===== config.mk =====
export PLATFORM = sky130hd
export DESIGN_NAME = rout_uart_tx_flat
export DESIGN_NICKNAME = d
export VERILOG_FILES = /design/src/rtl/rout_uart_tx_if.sv /design/src/rtl/rout_uart_tx.sv /design/src/flat_wrapper.sv
export SDC_FILE = /design/constraint.sdc
export NUM_CORES = 1
export LEC_CHECK = 0
export CAP_MARGIN = 20
export CORE_UTILIZATION = 27
export DETAILED_ROUTE_END_ITERATION = 10
export SYNTH_ARGS = -nofsm -noshare
export SYNTH_HDL_FRONTEND = slang
export SYNTH_SLANG_ARGS = --single-unit

===== constraint.sdc =====
create_clock -name clk -period 3.3 [get_ports clk]
set_input_delay 0.495 -clock clk [delete_from_list [all_inputs] [get_ports clk]]
set_output_delay 0.495 -clock clk [all_outputs]
set_load 0.005 [all_outputs]

===== src/rtl/rout_uart_tx_if.sv =====
// Response-byte handshake between the dialogue module and rout_uart_tx.
//   rout_in  : response byte
//   rout_vld : rout_in valid this cycle
//   rout_rdy : UART FIFO can accept a byte (not full)
// master = dialogue module side, slave = UART side.
interface rout_uart_tx_if;
  logic [7:0] rout_in;
  logic       rout_vld;
  logic       rout_rdy;

  modport master (output rout_in, output rout_vld, input rout_rdy);
  modport slave  (input rout_in, input rout_vld, output rout_rdy);
endinterface


===== src/rtl/rout_uart_tx.sv =====
// rout_uart_tx: buffers NLProc response bytes in a small FIFO and sends them
// off-chip as asynchronous serial, 8N1 (LSB first, idle high).
//
// Ports:
//   clk      : system clock, rising edge
//   rst_n    : asynchronous active-low reset; aborts any frame, empties FIFO
//   rif      : rout_uart_tx_if.slave (rout_in, rout_vld, rout_rdy = !full)
//   txd      : serial line, registered, idle high
//   busy     : high while a frame (start..stop) is on the line
//   fifo_cnt : FIFO occupancy 0..FIFO_DEPTH
//   ovf      : sticky; set when a byte is offered while the FIFO is full
//
// Parameters: CLK_DIV (clk cycles per bit, 2..65535), FIFO_DEPTH (power of
// two, 2..256), CNT_W (= log2(FIFO_DEPTH)+1).
//
// Build option: define ROUT_TX_PARITY_EN to insert an even-parity bit
// between the data bits and the stop bit (frame grows to 11 bit periods).
module rout_uart_tx #(
  parameter int CLK_DIV    = 434,
  parameter int FIFO_DEPTH = 16,
  parameter int CNT_W      = 5
) (
  input  logic             clk,
  input  logic             rst_n,
  rout_uart_tx_if.slave    rif,
  output logic             txd,
  output logic             busy,
  output logic [CNT_W-1:0] fifo_cnt,
  output logic             ovf
);
  localparam int               AW        = $clog2(FIFO_DEPTH);
  localparam logic [CNT_W-1:0] FULL_CNT  = CNT_W'(FIFO_DEPTH);
  localparam logic [15:0]      BAUD_LAST = 16'(CLK_DIV - 1);

`ifdef ROUT_TX_PARITY_EN
  typedef enum logic [2:0] {S_IDLE, S_START, S_DATA, S_PARITY, S_STOP} state_t;
`else
  typedef enum logic [2:0] {S_IDLE, S_START, S_DATA, S_STOP} state_t;
`endif

  // ---------------- FIFO ----------------
  logic [7:0]    mem [FIFO_DEPTH];
  logic [AW-1:0] wr_ptr, rd_ptr;
  logic          full, empty, push, pop;

  assign full         = (fifo_cnt == FULL_CNT);
  assign empty        = (fifo_cnt == '0);
  assign rif.rout_rdy = !full;
  // Acceptance depends only on registered occupancy, so a byte offered while
  // full is refused even if a pop frees a slot on the same edge.
  assign push         = rif.rout_vld && !full;

  // Storage needs no reset: pointers and count define what is valid.
  always_ff @(posedge clk)
    if (push) mem[wr_ptr] <= rif.rout_in;

  always_ff @(posedge clk or negedge rst_n) begin
    if (!rst_n) begin
      wr_ptr   <= '0;
      rd_ptr   <= '0;
      fifo_cnt <= '0;
      ovf      <= 1'b0;
    end else begin
      if (push) wr_ptr <= wr_ptr + AW'(1);
      if (pop)  rd_ptr <= rd_ptr + AW'(1);
      case ({push, pop})
        2'b10:   fifo_cnt <= fifo_cnt + CNT_W'(1);
        2'b01:   fifo_cnt <= fifo_cnt - CNT_W'(1);
        default: ;
      endcase
      if (rif.rout_vld && full) ovf <= 1'b1;
    end
  end

  // ---------------- transmit FSM ----------------
  state_t      state, state_d;
  logic [15:0] baud_cnt, baud_d;
  logic [2:0]  bit_idx, bit_d;
  logic [7:0]  shreg, shreg_d;
  logic        txd_d;
  logic        baud_end;
`ifdef ROUT_TX_PARITY_EN
  // Parity is captured at pop time because the shift register consumes
  // the data bits as they go out.
  logic        par, par_d;
`endif

  assign baud_end = (baud_cnt == BAUD_LAST);
  assign busy     = (state != S_IDLE);

  always_comb begin
    state_d = state;
    baud_d  = baud_cnt;
    bit_d   = bit_idx;
    shreg_d = shreg;
    pop     = 1'b0;
    txd_d   = 1'b1;
`ifdef ROUT_TX_PARITY_EN
    par_d   = par;
`endif
    if (state != S_IDLE) baud_d = baud_end ? 16'd0 : baud_cnt + 16'd1;

    case (state)
      S_IDLE: if (!empty) begin
        pop     = 1'b1;
        shreg_d = mem[rd_ptr];
        state_d = S_START;
        baud_d  = 16'd0;
`ifdef ROUT_TX_PARITY_EN
        par_d   = ^mem[rd_ptr];
`endif
      end
      S_START: if (baud_end) begin
        state_d = S_DATA;
        bit_d   = 3'd0;
      end
      S_DATA: if (baud_end) begin
        shreg_d = {1'b0, shreg[7:1]};
        if (bit_idx == 3'd7) begin
`ifdef ROUT_TX_PARITY_EN
          state_d = S_PARITY;
`else
          state_d = S_STOP;
`endif
        end else begin
          bit_d = bit_idx + 3'd1;
        end
      end
`ifdef ROUT_TX_PARITY_EN
      S_PARITY: if (baud_end) state_d = S_STOP;
`endif
      S_STOP: if (baud_end) state_d = S_IDLE;
      default: state_d = S_IDLE;
    endcase

    // Line level is derived from the next state so txd can be a flop and
    // still change on the same edge as the state.
    case (state_d)
      S_START:  txd_d = 1'b0;
      S_DATA:   txd_d = shreg_d[0];
`ifdef ROUT_TX_PARITY_EN
      S_PARITY: txd_d = par_d;
`endif
      default:  txd_d = 1'b1;
    endcase
  end

  always_ff @(posedge clk or negedge rst_n) begin
    if (!rst_n) begin
      state    <= S_IDLE;
      baud_cnt <= '0;
      bit_idx  <= '0;
      shreg    <= '0;
      txd      <= 1'b1;
`ifdef ROUT_TX_PARITY_EN
      par      <= 1'b0;
`endif
    end else begin
      state    <= state_d;
      baud_cnt <= baud_d;
      bit_idx  <= bit_d;
      shreg    <= shreg_d;
      txd      <= txd_d;
`ifdef ROUT_TX_PARITY_EN
      par      <= par_d;
`endif
    end
  end
endmodule


===== src/flat_wrapper.sv =====
// flat-port wrapper written by rule: the top's interface ports become plain ports
module rout_uart_tx_flat 
#(
  parameter int CLK_DIV    = 434,
  parameter int FIFO_DEPTH = 16,
  parameter int CNT_W      = 5
)
  (clk, rst_n, txd, busy, fifo_cnt, ovf, rif_rout_in, rif_rout_vld, rif_rout_rdy);
  rout_uart_tx_if rif_i ();
  input  logic clk;
  input  logic rst_n;
  output logic txd;
  output logic busy;
  output logic [CNT_W-1:0] fifo_cnt;
  output logic ovf;
  input wire logic [$bits(rif_i.rout_in)-1:0] rif_rout_in;
  input wire logic [$bits(rif_i.rout_vld)-1:0] rif_rout_vld;
  output wire logic [$bits(rif_i.rout_rdy)-1:0] rif_rout_rdy;
  assign rif_i.rout_in = rif_rout_in;
  assign rif_i.rout_vld = rif_rout_vld;
  assign rif_rout_rdy = rif_i.rout_rdy;
  rout_uart_tx #(.CLK_DIV(CLK_DIV), .FIFO_DEPTH(FIFO_DEPTH), .CNT_W(CNT_W)) u_core (.clk(clk), .rst_n(rst_n), .rif(rif_i), .txd(txd), .busy(busy), .fifo_cnt(fifo_cnt), .ovf(ovf));
endmodule

==> impl_metrics.toml <==
[status]
status = "finished with violations"
violations = "design-rule violations"

[clocking]
cts_setup_buffers = 0
clock_sinks = 173
cts_tree = "yes"
h-tree-depth = 4
cts_buffers = 17
clkLatencyLatePin_ns = 0.43
ctsLongestPathBuffers = 2
clkTransAtPathRegs_ns = 0.07
root_buffer = "clkbuf_16"

[floorplanning]
initial_utilization_pct = 27.8
core-area_um2 = 26300
dieWidth_um = 166
die_y_um = 166
rows = 59
io_pins = 20
die-area_um2 = 27700

[timing]
holdWs_ns = 0.446
setup_tns_ns = 0
slew_headroom_pct = 46.9
final_hold_viol_count = 0
setup_viol = 0
fin_crit_ns = 2.89
finalMaxSlewViolations = 0
max_slew.worst_pin.slew_ns = 0.797
period_share_pct = 87.5
rsz0062_at_grt = "no"
finalClockSkew_ns = 0.0101
timing.fmax_ghz = 0.346

[worst_setup_path]
cp.arrival_ns = 3.24
worstPathRequired_ns = 3.65
path_class = "reg -> reg"
crit_fanout = 9
cp-end-kind = "flop"
r2r_cells = 12
crit_path_start_kind = "flop"

[synthesis]
synth_area_um2 = 7300
syn_avg_cell_area_um2 = 16.2
synth-seq-cells = 173
yosysUniqueCellTypes = 50
yosysWarnings = 0
syn_inst = 451
ys.flop_type = "edfxtp_1"
async_flop_share_pct = 26.0
synth_nets = 476
synth_seq_area_share_pct = 68.1
synth_edf_count = 128

[route]
via_per_inst = 4.80
wl_per_cell_um = 17.4
vias = 4057
dr.pass1.iters = 7
dr.first_iter.drc_count = 368
drc = 4
ant_nets = 0
wirelength_um = 14700

[grt]
grt_usage_pct = 11.2
grt_pass1_wl_um = 23600
grt-ovfl-total = 0
grt_max_degree = 46
grt_pass1_vias = 4385
antenna_found_initial = 0

[cells_and_area]
utilization_pct = 32.7
fin_nets = 522
syn_to_final_growth_pct = 17.7
drive_gt1_share_pct = 21.4
antennaDiodeCount = 0
finalNonFillerCells = 845

[job]
max_cap_violations = 0

[power]
leakagePower_nw = 3.05
total_power_mw = 6.53
peakVddDrop_v = 0.000409
power.density_nw_per_um2 = 760

[placed_design]
hpwl_um = 10000
numPortBuffers = 19
gp_congestion = 0.828
placedCellCount = 811

[min_path]
worstHoldPathType = "in -> async"
[critical path: stages (launching register included)]
cell and delay, ns:
dfrtp_1 0.45, nor4_2 0.39, nand2_1 0.11, and2_1 0.27, inv_1 0.09, ha_1 0.22, inv_1 0.10, fa_1 0.40
nor2b_1 0.11, o21ai_0 0.11, and3_1 0.20, nor3_1 0.19, xor2_1 0.17
[routing by layer]
metal | global-route usage [%] | vias to the layer above | share of wire, %
met1 | 14.1 | 2116 | 44
met3 | 2.33 | 13 | 4.9
met2 | 18.6 | 90 | 50
li1 | - | 1838 | -
met4 | 4.55 | 0 | 1.2
met5 | 0 | - | 0
[timing repair]
action	4_1_cts	5_1_grt
hold buffers	0	1
setup endpoints to repair	0	1
hold endpoints to repair	0	5
resized for setup	0	1
[layout make-up]
cell class                 count  area, um2
fill                        2522      17700
sequential                   173       4970
multi-input combinational    247       2200
clock buffer                  17        425
tap                          335        419
timing repair buffer          46        403
clock inverter                15        130
inverter                      12       45.0
[cells by family (layout without fill, tap and decap cells)]
| kind of cell | after synthesis | count (layout) | share of synthesized area [%] |
|---|---|---|---|
| flops | 173 | 173 | 68.1 |
| simple gates | 114 | 114 | 8.31 |
| compound gates | 54 | 54 | 5.28 |
| mux | 44 | 44 | 11.5 |
| buf+inv | 31 | 90 | 1.87 |
| xor+xnor | 20 | 20 | 2.40 |
| fa+ha+maj | 14 | 14 | 2.50 |
| other cells | 1 | 1 | 0.0513 |
[flip-flops by register name, summed over array words and instances (netlist names)]
name,count
u_core.baud_cnt,16
u_core.bit_idx,3
u_core.fifo_cnt,5
u_core.mem,128
u_core.ovf,1
u_core.rd_ptr,4
u_core.shreg,8
u_core.state,3
u_core.txd,1
u_core.wr_ptr,4
[where the power goes]
part / switching (mW) / leakage [nW] / total (mW) / internal (mW)
clock: 0.886 / 0.277 / 1.88 / 0.990
sequential: 0.345 / 1.73 / 3.00 / 2.66
combinational: 0.781 / 1.04 / 1.65 / 0.871
total: 2.01 / 3.05 / 6.53 / 4.52
[cells in the mapped netlist (8+ instances only)]
cell | n | area share, %
nor3_1 | 10 | 0.69
edfxtp_1 | 128 | 53
mux4_2 | 32 | 9.9
nor2b_1 | 8 | 0.69
nand2_1 | 26 | 1.3
clkbuf_1 | 8 | 0.41
o21ai_0 | 12 | 0.82
ha_1 | 13 | 2.2
xnor2_1 | 9 | 1.1
inv_1 | 11 | 0.57
a211oi_1 | 13 | 1.3
mux2i_1 | 10 | 1.4
nor2_1 | 26 | 1.3
xor2_1 | 11 | 1.3
dfrtp_1 | 44 | 15
nand4_1 | 12 | 1.0
[final timing paths]
check                                                    start                              to  slack (ns)
worst max-delay path            u_core.fifo_cnt[0]$_DFFE_PN0P_  u_core.fifo_cnt[4]$_DFFE_PN0P_        0.41
worst min-delay path                                     rst_n  u_core.fifo_cnt[3]$_DFFE_PN0P_        0.45
worst max register to register  u_core.fifo_cnt[0]$_DFFE_PN0P_  u_core.fifo_cnt[4]$_DFFE_PN0P_        0.41
worst min register to register          u_core.ovf$_DFFE_PN0P_          u_core.ovf$_DFFE_PN0P_        0.48
max in group asynchronous                                rst_n            u_core.txd$_DFF_PN1_        2.36
min in group clk                        u_core.ovf$_DFFE_PN0P_          u_core.ovf$_DFFE_PN0P_        0.48
[through the flow]
stage	instance area, um2	worst slack [ns]
after CTS	8560	0.276
after floorplan	7300	0.536
after global placement	8010	0.402
after global routing	8600	0.163
final	8600	0.411
after detailed placement	8010	0.295
[cell usage in the layout (no fill, tap or decap), drive strengths merged, types with 3 or more instances in the layout]
cell             n
a221o            6
a211oi          13
dfrtp           44
nand2b           6
nand4           12
xnor2            9
inv             19
buf             27
o21ai           13
nor4             3
a22o             4
mux2i           10
nand2           26
nor2b            8
clkinv           7
and3             5
nor2            28
a21oi            6
or4              3
edfxtp         128
ha              13
xor2            11
nor3            12
and2             3
a21o             6
clkbuf          17
clkdlybuf4s50   18
mux4            32
nand3            3
(Power assumes the default switching activity.)
